$ cat config.mk
export PLATFORM = sky130hd
export DESIGN_NAME = mw_stage
export DESIGN_NICKNAME = d
export VERILOG_FILES = /design/src/rtl/rv32_pkg.sv /design/src/rtl/lsu_align.sv /design/src/rtl/mw_stage.sv
export SDC_FILE = /design/constraint.sdc
export NUM_CORES = 1
export LEC_CHECK = 0
export ABC_AREA = 1
export CAP_MARGIN = 20
export CORE_AREA = 2 2 148 150
export CTS_BUF_LIST = sky130_fd_sc_hd__clkbuf_4 sky130_fd_sc_hd__clkbuf_8
export CTS_CLUSTER_SIZE = 10
export DETAILED_ROUTE_END_ITERATION = 10
export DIE_AREA = 0 0 150 152
export PLACE_DENSITY_LB_ADDON = 0.05
export SYNTH_ARGS = -nofsm -noshare
export SYNTH_HDL_FRONTEND = slang
export SYNTH_SLANG_ARGS = --single-unit
$ cat constraint.sdc
create_clock -name clk -period 6 [get_ports clk]
set_clock_uncertainty 0.05 [all_clocks]
set_input_delay 1.2 -clock clk [delete_from_list [all_inputs] [get_ports clk]]
set_output_delay 1.2 -clock clk [all_outputs]
set_load 0.1 [all_outputs]
$ cat src/rtl/rv32_pkg.sv
// Shared RV32I pipeline encodings: writeback source select, load/store funct3,
// MW-stage FSM states and the data-memory request payload.
package rv32_pkg;

  localparam int unsigned XLEN = 32;

  localparam logic [1:0] RES_ALU  = 2'b00;
  localparam logic [1:0] RES_MEM  = 2'b01;
  localparam logic [1:0] RES_PC4  = 2'b10;
  localparam logic [1:0] RES_LAUI = 2'b11;

  localparam logic [2:0] F3_B  = 3'b000;
  localparam logic [2:0] F3_H  = 3'b001;
  localparam logic [2:0] F3_W  = 3'b010;
  localparam logic [2:0] F3_BU = 3'b100;
  localparam logic [2:0] F3_HU = 3'b101;

  typedef enum logic [1:0] {
    ST_IDLE     = 2'd0,
    ST_WAIT_GNT = 2'd1,
    ST_WAIT_RSP = 2'd2
  } mw_state_e;

  typedef struct packed {
    logic            we;
    logic [XLEN-1:0] addr;
    logic [3:0]      be;
    logic [XLEN-1:0] wdata;
  } dmem_req_t;

  // Halfword needs addr[0]==0, word needs addr[1:0]==0; bytes are never misaligned.
  function automatic logic is_misaligned(input logic [2:0] f3, input logic [1:0] lo);
    case (f3[1:0])
      2'b01:   is_misaligned = lo[0];
      2'b10:   is_misaligned = |lo;
      default: is_misaligned = 1'b0;
    endcase
  endfunction

endpackage

$ cat src/rtl/lsu_align.sv
// Byte-enable / store-lane replication and load lane extract + extension.
// Misaligned halfword/word accesses fall back to the aligned lane.
module lsu_align
  import rv32_pkg::*;
(
  input  logic [2:0]      i_funct3,
  input  logic [1:0]      i_addr_lo,
  input  logic [XLEN-1:0] i_store_data,
  input  logic [XLEN-1:0] i_load_data,
  output logic [3:0]      o_be,
  output logic [XLEN-1:0] o_wdata,
  output logic [XLEN-1:0] o_load_ext
);

  logic [7:0]  w_byte;
  logic [15:0] w_half;

  always_comb begin
    o_be    = 4'b1111;
    o_wdata = i_store_data;
    case (i_funct3[1:0])
      2'b00: begin
        o_be    = 4'b0001 << i_addr_lo;
        o_wdata = {4{i_store_data[7:0]}};
      end
      2'b01: begin
        o_be    = 4'b0011 << {i_addr_lo[1], 1'b0};
        o_wdata = {2{i_store_data[15:0]}};
      end
      default: ;
    endcase
  end

  always_comb begin
    w_byte = i_load_data[7:0];
    case (i_addr_lo)
      2'd1:    w_byte = i_load_data[15:8];
      2'd2:    w_byte = i_load_data[23:16];
      2'd3:    w_byte = i_load_data[31:24];
      default: ;
    endcase
    w_half = i_addr_lo[1] ? i_load_data[31:16] : i_load_data[15:0];
  end

  always_comb begin
    o_load_ext = i_load_data;
    case (i_funct3)
      F3_B:    o_load_ext = {{24{w_byte[7]}}, w_byte};
      F3_H:    o_load_ext = {{16{w_half[15]}}, w_half};
      F3_BU:   o_load_ext = {24'd0, w_byte};
      F3_HU:   o_load_ext = {16'd0, w_half};
      default: ;
    endcase
  end

endmodule

$ cat src/rtl/mw_stage.sv
// RV32I memory/writeback stage: req/gnt/rvalid data-memory access with timeout,
// load alignment, writeback mux. Define MW_MISALIGN_TRAP_EN to trap misaligned accesses.
module mw_stage
  import rv32_pkg::*;
#(
  parameter int unsigned TIMEOUT_CYCLES = 16,
  parameter int unsigned CNT_W          = 5
) (
  input  logic        clk,
  input  logic        reset,
  input  logic [31:0] PCMW,
  input  logic        RegWriteMW,
  input  logic [1:0]  ResultSrcMW,
  input  logic        MemWriteMW,
  input  logic [31:0] ALUResultMW,
  input  logic [31:0] LauiPCMW,
  input  logic [31:0] RD2MW,
  input  logic [31:0] InstrMW,
  input  logic [4:0]  RdMW,
  input  logic [31:0] PC4MW,
  output logic        dmem_req_o,
  output logic        dmem_we_o,
  output logic [31:0] dmem_addr_o,
  output logic [3:0]  dmem_be_o,
  output logic [31:0] dmem_wdata_o,
  input  logic        dmem_gnt_i,
  input  logic        dmem_rvalid_i,
  input  logic [31:0] dmem_rdata_i,
  output logic        rf_we_o,
  output logic [4:0]  rf_waddr_o,
  output logic [31:0] rf_wdata_o,
  output logic        stall_o,
  output logic        bus_err_o,
  output logic [31:0] err_pc_o
);

  mw_state_e        r_state, w_state_nxt;
  logic [CNT_W-1:0] r_cnt, w_cnt_nxt, w_cnt_inc;
  logic             r_done, r_bus_err;
  logic [31:0]      r_done_pc, r_err_pc;

  logic        w_done, w_store, w_load, w_mem_op, w_misalign;
  logic        w_req, w_store_cpl, w_load_cpl, w_timeout, w_stall, w_rf_we;
  logic [2:0]  w_funct3;
  logic [3:0]  w_be;
  logic [31:0] w_wdata, w_load_ext, w_result;
  logic        w_unused_instr;
  dmem_req_t   w_dreq;

  assign w_funct3       = InstrMW[14:12];
  assign w_unused_instr = ^{InstrMW[31:15], InstrMW[11:0]};

  // Done only blocks re-issue while the same instruction is still presented.
  assign w_done   = r_done & (PCMW == r_done_pc);
  assign w_store  = MemWriteMW;
  assign w_load   = (ResultSrcMW == RES_MEM) & ~MemWriteMW;
  assign w_mem_op = (MemWriteMW | (ResultSrcMW == RES_MEM)) & ~w_done;
  assign w_cnt_inc = r_cnt + CNT_W'(1);

`ifdef MW_MISALIGN_TRAP_EN
  assign w_misalign = w_mem_op & (r_state == ST_IDLE) &
                      is_misaligned(w_funct3, ALUResultMW[1:0]);
`else
  assign w_misalign = 1'b0;
`endif

  lsu_align u_align (
    .i_funct3     (w_funct3),
    .i_addr_lo    (ALUResultMW[1:0]),
    .i_store_data (RD2MW),
    .i_load_data  (dmem_rdata_i),
    .o_be         (w_be),
    .o_wdata      (w_wdata),
    .o_load_ext   (w_load_ext)
  );

  always_ff @(posedge clk or posedge reset) begin
    if (reset) begin
      r_state <= ST_IDLE;
      r_cnt   <= '0;
    end else begin
      r_state <= w_state_nxt;
      r_cnt   <= w_cnt_nxt;
    end
  end

  // Next state; a completing store or rvalid takes priority over the timeout.
  always_comb begin
    w_state_nxt = r_state;
    w_cnt_nxt   = '0;
    w_req       = 1'b0;
    w_store_cpl = 1'b0;
    w_load_cpl  = 1'b0;
    w_timeout   = 1'b0;
    case (r_state)
      ST_IDLE: begin
        if (w_mem_op && !w_misalign) begin
          w_req = 1'b1;
          if (!dmem_gnt_i)   w_state_nxt = ST_WAIT_GNT;
          else if (w_store)  w_store_cpl = 1'b1;
          else               w_state_nxt = ST_WAIT_RSP;
        end
      end
      ST_WAIT_GNT: begin
        w_req     = 1'b1;
        w_cnt_nxt = w_cnt_inc;
        if (dmem_gnt_i && w_store) begin
          w_store_cpl = 1'b1;
          w_state_nxt = ST_IDLE;
        end else if (w_cnt_inc == CNT_W'(TIMEOUT_CYCLES)) begin
          w_timeout   = 1'b1;
          w_state_nxt = ST_IDLE;
        end else if (dmem_gnt_i) begin
          w_state_nxt = ST_WAIT_RSP;
        end
      end
      ST_WAIT_RSP: begin
        w_cnt_nxt = w_cnt_inc;
        if (dmem_rvalid_i) begin
          w_load_cpl  = 1'b1;
          w_state_nxt = ST_IDLE;
        end else if (w_cnt_inc == CNT_W'(TIMEOUT_CYCLES)) begin
          w_timeout   = 1'b1;
          w_state_nxt = ST_IDLE;
        end
      end
      default: w_state_nxt = ST_IDLE;
    endcase
  end

  always_ff @(posedge clk or posedge reset) begin
    if (reset) begin
      r_done    <= 1'b0;
      r_done_pc <= '0;
      r_bus_err <= 1'b0;
      r_err_pc  <= '0;
    end else begin
      r_bus_err <= w_timeout | w_misalign;
      if (w_timeout || w_misalign) r_err_pc <= PCMW;
      if (w_store_cpl || w_load_cpl || w_timeout || w_misalign) begin
        r_done    <= 1'b1;
        r_done_pc <= PCMW;
      end else if (r_done && (PCMW != r_done_pc)) begin
        r_done <= 1'b0;
      end
    end
  end

  always_comb begin
    w_result = ALUResultMW;
    case (ResultSrcMW)
      RES_MEM:  w_result = w_load_ext;
      RES_PC4:  w_result = PC4MW;
      RES_LAUI: w_result = LauiPCMW;
      default:  ;
    endcase
  end

  assign w_stall = w_mem_op & ~w_misalign & ~(w_store_cpl | w_load_cpl) & ~w_timeout;
  assign w_rf_we = RegWriteMW & (RdMW != 5'd0) & ~w_stall & ~w_timeout & ~w_misalign &
                   (~w_load | w_load_cpl);

  assign w_dreq = '{we: w_req & MemWriteMW, addr: {ALUResultMW[31:2], 2'b00},
                    be: w_be, wdata: w_wdata};

  assign dmem_req_o   = w_req & ~reset;
  assign dmem_we_o    = w_dreq.we;
  assign dmem_addr_o  = w_dreq.addr;
  assign dmem_be_o    = w_dreq.be;
  assign dmem_wdata_o = w_dreq.wdata;
  assign stall_o      = w_stall & ~reset;
  assign rf_we_o      = w_rf_we & ~reset;
  assign rf_waddr_o   = RdMW;
  assign rf_wdata_o   = w_result;
  assign bus_err_o    = r_bus_err;
  assign err_pc_o     = r_err_pc;

endmodule

==> summary.md, run 1 <==
| Metric | Value |
|---|---|
| Tightest Hold Check Type | `flop to flop` |
| Fin nets | `1398` |
| Core area | `21400 µm²` |
| Initial DRC Count | `261` |
| RSZ-0062 raised after global routing | `false` |
| Total GRT Usage | `approximately a fifth` |
| Cell count after placement | `1426` |
| Hold Path Cell Cnt | `1` |
| Syn Area/Cell | `~6.4 µm²` |
| Drt total wl | `24000 µm` |
| CTS Root Cell | `clkbuf_8` |
| Switching Fraction | `47.8%` |
| Syn Inst Count | `~870` |
| Max-Cap Viols | `0` |
| Finished Core Util | `roughly 44%` |
| Die Wd | `around 150 µm` |
| Area growth, synth to finish | `69.5%` |
| Vias | `6377` |
| Cell Rows | `54` |
| Synth Flop Type | `dfrtp_1` |
| DR pass1 iterations | `5` |
| Fin worst setup slack | `1.30 ns` |
| Critical path type | `input pin to output pin` |
| Post-synth EDFFs | `0` |
| Crit path DAT | `about 3.5 ns` |
| Synth area leader | `dfrtp_1` |
| Worst vdd ir | `approximately 140 µV` |
| Count leader, synth | `nand2_1` |
| Asr flop ratio synth | `100%` |
| Slew @ Worst Pin | `about 1.0 ns` |
| Seq/Total Area, Yosys | `about a third` |
| Leak pwr | `approximately 4.4 nW` |
| Vias/cell | `roughly 4.4` |
| Post-synth cell types | `39` |
| Gpl congestion | `0.818` |
| Fmax achieved | `213 MHz` |
| Placed instance area | `9170 µm²` |
| Period utilization | `slightly below 80%` |
| Crit end category | `output pin` |
| Final hold vios | `0` |
| DRT antenna net count | `0` |
| Die height | `152 µm` |
| PostCTS Resize Cnt | `0` |
| # hold bufs at CTS | `0` |
| DR WL/cell | `approximately 17 µm` |
| Yosys warns | `0` |
| Data required time of the worst path | `4.75 ns` |
| Startpoint types | `input pin` |
| Hpwl dp | `about 19000 µm` |
| CTS tree | `built` |
| Place WS | `~1.3 ns` |
| Clock Sinks | `between 70 and 80` |
| I/O Pins | `about 380` |
| Post-CTS setup buffer count | `0` |
| CTS Buf Count | `9` |
| Worst Reg-to-Reg Cells | `12` |
| Status | `completed` |
| First-pass GRT wire length | `between 30000 and 40000 µm` |
| Total negative slack | `0 ns` |
| NetSw | `~1.2 mW` |
| H-tree Lvls | `3` |
| Vias in the first global route | `6305` |
| Total grt overflow | `0` |
| Final setup vio count | `0` |
| Clock Latency Late Sink | `between 0.3 and 0.4 ns` |
| Clock transition at the registers of the reported paths | `0.07 ns` |
| Antenna violations before repair | `2` |
| Power per Cell Area | `roughly 260 nW/µm²` |
| Total power | `2.42 mW` |
| Seq cells post-synth | `73` |
| PortBufs | `approximately 350` |
| Fin Hold WS | `0.407 ns` |
| CTS max path bufs | `2` |
| Synth top cells by count | `392 x nand2_1, 93 x inv_1, 73 x dfrtp_1, 62 x o21ai_0, 49 x buf_4` |
| Non-filler cells in the finished layout | `roughly 1.4k` |
| Clock power frac | `between 15 and 20%` |
| Top post-synthesis cells by area | `dfrtp_1 33%, nand2_1 27%, buf_4 6.7%` |
| Netlist Area Pre-Place | `~5500 µm²` |
| Seq pwr share | `~28%` |
| Int Power | `~1.3 mW` |
| Share of cells above drive strength 1 | `a little under a tenth` |
| DRC errors left | `0` |
| Fin area | `between 9000 and 10000 µm²` |
| Die ar. | `22800 µm²` |
| Gate power share | `between 50% and 60%` |
| Max Slew Vio Count | `0` |
| Largest net degree at the start of global routing | `74` |
| Crit-path max FO | `16` |
| Initial Util | `25.9%` |
| Crit path time final | `roughly 4.7 ns` |
| Share of the synthesized area in the top cell type | `33.1%` |
| Worst slew margin | `between 30% and 40%` |
layer usage:
layer | track usage, % | routed length [µm] | vias to the layer above | share of wire (%)
li1 | - | - | 3270 | -
met1 | 24.3 | 9450 | 2892 | 39
met2 | 37.8 | 12600 | 201 | 52
met3 | 6.04 | 1720 | 14 | 7.2
met4 | 4.04 | 238 | 0 | 0.99
met5 | 0 | 0 | - | 0
kinds of logic after synthesis:
| logic type | share of synthesized area (%) |
|---|---|
| flip-flops | 33.1 |
| XOR/XNOR | 1.72 |
| AO/OA/AOI/OAI | 12.6 |
| adder cells (fa/ha/maj) | 0.906 |
| buffers and inverters | 16.0 |
| AND/OR/NAND/NOR | 35.7 |
| other | 0.0679 |
layout by cell type, fill, tap and decap left out, drive strengths merged, types with 2 or more instances in the layout:
cell           count
ha                 4
nand3             13
diode              2
clkdlybuf4s50    283
o211ai            26
a21oi             11
nand4             34
conb               2
o21ai             75
buf               73
nor2              37
nand2            395
clkinv             4
xor2               2
dfrtp             73
inv               97
clkbuf            10
nor3               2
xnor2              8
area by class of cell:
type                       count  area [µm²]
clock buffer                  10         138
sequential                    73        1830
antenna                        2        5.00
timing repair buffer         356        3790
fill                        2284       12000
clock inverter                 5        56.3
inverter                      98         369
multi-input combinational    619        2830
tap                          280         350
final timing paths:
path | startpoint | end | slack (ns)
setup / recovery | InstrMW[12] | rf_wdata_o[31] | 1.30
hold / removal | r_cnt[0]$_DFF_PP0_ | r_cnt[0]$_DFF_PP0_ | 0.41
setup reg to reg | r_cnt[0]$_DFF_PP0_ | r_done_pc[31]$_DFFE_PP0P_ | 3.30
hold reg to reg | r_cnt[0]$_DFF_PP0_ | r_cnt[0]$_DFF_PP0_ | 0.41
max in group asynchronous | reset | err_pc_o[25]$_DFFE_PP0P_ | 3.76
min in group asynchronous | reset | err_pc_o[20]$_DFFE_PP0P_ | 1.48
state kept, by name, indices dropped and copies added, names as in the netlist:
register / cells
err_pc_o: 32
r_done_pc: 32
r_cnt: 5
r_state: 2
bus_err_o: 1
r_done: 1
power groups by stage:
stage               Sequential, mW  Clock, mW  Combinational, mW
floorplan                    0.674          0              0.950
global route                 0.694      0.431               1.45
global placement             0.684          0               1.36
CTS                          0.679      0.408               1.36
detailed placement           0.688          0               1.36
finish                       0.679      0.392               1.34
worst max-delay path, stage by stage:
cell and delay (ns):
clkdlybuf4s50_1 0.62, nor2_2 0.16, buf_4 0.21, inv_1 0.11, nor2_1 0.10, nand2_1 0.14
o211ai_4 0.27, o211ai_1 0.24, nand4_1 0.18, buf_12 0.19
Note: power is estimated with default switching activity, not from simulation.
==> inputs of run 2 (changes only) <==
--- a/config.mk
+++ b/config.mk
@@ -7,11 +7,11 @@
 export LEC_CHECK = 0
 export ABC_AREA = 1
 export CAP_MARGIN = 20
-export CORE_AREA = 2 2 148 150
+export CORE_AREA = 2 2 145 147
 export CTS_BUF_LIST = sky130_fd_sc_hd__clkbuf_4 sky130_fd_sc_hd__clkbuf_8
 export CTS_CLUSTER_SIZE = 10
 export DETAILED_ROUTE_END_ITERATION = 10
-export DIE_AREA = 0 0 150 152
+export DIE_AREA = 0 0 147 149
 export PLACE_DENSITY_LB_ADDON = 0.05
 export SYNTH_ARGS = -nofsm -noshare
 export SYNTH_HDL_FRONTEND = slang
==> constraint.sdc (replaced) <==
create_clock -name clk -period 4.5 [get_ports clk]
set_clock_uncertainty 0.05 [all_clocks]
set_input_delay 0.9 -clock clk [delete_from_list [all_inputs] [get_ports clk]]
set_output_delay 0.9 -clock clk [all_outputs]
set_load 0.1 [all_outputs]
==> summary.md, run 2 (synthesized netlist as in run 1, its figures left out) <==
| Metric | Value |
|---|---|
| Status | `completed` |
| Post-CTS setup buffer count | `0` |
| Die ar. | `~22000 µm²` |
| Max Slew Vio Count | `0` |
| I/O Pins | `between 300 and 400` |
| PostCTS Resize Cnt | `0` |
| R2r startpoint | `r_cnt[0]$_DFF_PP0_` |
| Top Usage Layer GRT | `met2` |
| Fin nets | `approximately 1.4k` |
| Final setup vio count | `0` |
| Reg-to-reg slack, setup | `roughly 2.3 ns` |
| Finished Core Util | `47.1%` |
| CTS max path bufs | `2` |
| Critical path type | `input pin to output pin` |
| DR pass1 iterations | `7` |
| Initial DRC Count | `around 380` |
| First-pass GRT wire length | `34700 µm` |
| # hold bufs at CTS | `0` |
| Area growth, synth to finish | `75.3%` |
| Worst slew margin | `28.3%` |
| Cell Rows | `53` |
| Leak pwr | `4.61 nW` |
| DR WL/cell | `15.9 µm` |
| Crit. Startpoint | `InstrMW[12]` |
| Antenna violations before repair | `5` |
| DRC errors left | `0` |
| Met2 usage | `36.4%` |
| CTS Buf Count | `9` |
| CTS Root Cell | `clkbuf_8` |
| Gpl congestion | `around 0.8` |
| Fmax achieved | `~250 MHz` |
| CTS tree | `built` |
| Clock transition at the registers of the reported paths | `about 0.070 ns` |
| Vias/cell | `4.38` |
| Largest net degree at the start of global routing | `between 70 and 80` |
| Power per Cell Area | `between 300 and 400 nW/µm²` |
| Total grt overflow | `0` |
| Most frequent cells in the layout | `392 x nand2_1, 240 x clkdlybuf4s50_1, 92 x inv_1` |
| Met1 Use GR | `between 20 and 25%` |
| H-tree Lvls | `3` |
| Core area | `about 21000 µm²` |
| Total negative slack | `0 ns` |
| Vias | `6319` |
| Vias in the first global route | `between 6k and 7k` |
| Slew @ Worst Pin | `about 1.1 ns` |
| Die Wd | `between 100 and 150 µm` |
| Drt total wl | `22900 µm` |
| DRT antenna net count | `0` |
| Crit-path max FO | `10` |
| GRT met3 Usage | `5.57%` |
| Initial Util | `between 20% and 30%` |
| Worst vdd ir | `roughly 170 µV` |
| Tightest Hold Check Type | `flop to flop` |
| Crit end category | `output pin` |
| Crit path DAT | `slightly above 3 ns` |
| Period utilization | `between 80% and 90%` |
| Data required time of the worst path | `3.55 ns` |
| Min-Delay Startpoint | `err_pc_o[16]$_DFFE_PP0P_` |
| Commonest non-fill, non-tap cell in the layout | `nand2_1` |
| Max-Cap Viols | `0` |
| Total GRT Usage | `a little over 20%` |
| Die height | `between 100 and 150 µm` |
| Startpoint types | `input pin` |
| Clock Latency Late Sink | `~0.35 ns` |
| Final hold vios | `0` |
| Clock Sinks | `73` |
| Hpwl dp | `roughly 19000 µm` |
| PortBufs | `347` |
| Share of cells above drive strength 1 | `between 10% and 20%` |
| RSZ-0062 raised after global routing | `false` |
| Crit path time final | `4.02 ns` |
## run 2: changes by cell type in the layout (fill, tap and decap cells not counted), sizes merged
| cell | before | now |
|---|---|---|
| clkdlybuf4s50 | 283 | 240 |
| buf | 73 | 120 |
| clkinv | 4 | 2 |
| clkbuf | 10 | 12 |
| inv | 97 | 98 |
## run 2: metrics by stage
| step | std cells | setup WS, ns | power [mW] | cell area [µm²] | hold WS, ns |
|---|---|---|---|---|---|
| 2_1_floorplan | 870 | 0.0591 | 2.17 | 5530 | 0.381 |
| 3_3_place_gp | 1425 | 0.491 | 2.80 | 9470 | 0.405 |
| 3_5_place_dp | 1425 | 0.479 | 2.81 | 9470 | 0.411 |
| 4_1_cts | 1441 | 0.468 | 3.36 | 9680 | 0.437 |
| 5_1_grt | 1442 | 0.292 | 3.53 | 9680 | 0.456 |
| 6_report | 1443 | 0.477 | 3.31 | 9690 | 0.432 |
## run 2: worst max-delay path, cell delays in order
cell,delay (ns)
clkdlybuf4s50_1,0.65
inv_1,0.17
nand2_1,0.16
a21oi_1,0.40
inv_1,0.20
nand2_1,0.09
nand2_1,0.05
nand2_1,0.06
nand4_1,0.16
buf_12,0.22
## run 2: path summary, 6_finish.rpt
| check | to | cells past startpoint |
|---|---|---|
| max | rf_wdata_o[5] | 10 |
| min | err_pc_o[16]$_DFFE_PP0P_ | 2 |
| max reg2reg | err_pc_o[21]$_DFFE_PP0P_ | 11 |
| min reg2reg | err_pc_o[16]$_DFFE_PP0P_ | 2 |
| max in group asynchronous | r_cnt[4]$_DFF_PP0_ | 3 |
| min in group asynchronous | err_pc_o[18]$_DFFE_PP0P_ | 3 |
## run 2: power by group
group | internal [mW] | switching [mW]
Clock | 0.293 | 0.244
Combinational | 0.668 | 1.21
Sequential | 0.816 | 0.0881
Total | 1.78 | 1.54
## run 2: layout make-up
type,count,area [µm²]
antenna,2,5.00
clock buffer,12,159
clock inverter,4,51.3
fill,2112,10900
inverter,98,368
multi-input combinational,619,2830
sequential,73,1830
tap,275,344
timing repair buffer,360,4100
## run 2: routing by layer
metal	vias up	routed length [µm]
met4	6	463
met5	-	40
met3	27	1580
met1	2811	9200
met2	190	11600
li1	3285	-
==> inputs of run 3 (changes only) <==
--- a/config.mk
+++ b/config.mk
@@ -6,6 +6,7 @@
 export NUM_CORES = 1
 export LEC_CHECK = 0
 export ABC_AREA = 1
+export ABC_CLOCK_PERIOD_IN_PS = 4500
 export CAP_MARGIN = 20
 export CORE_AREA = 2 2 145 147
 export CTS_BUF_LIST = sky130_fd_sc_hd__clkbuf_4 sky130_fd_sc_hd__clkbuf_8
==> results of run 3 <==
Final layout, timing and power as in run 2 (identical DEF).
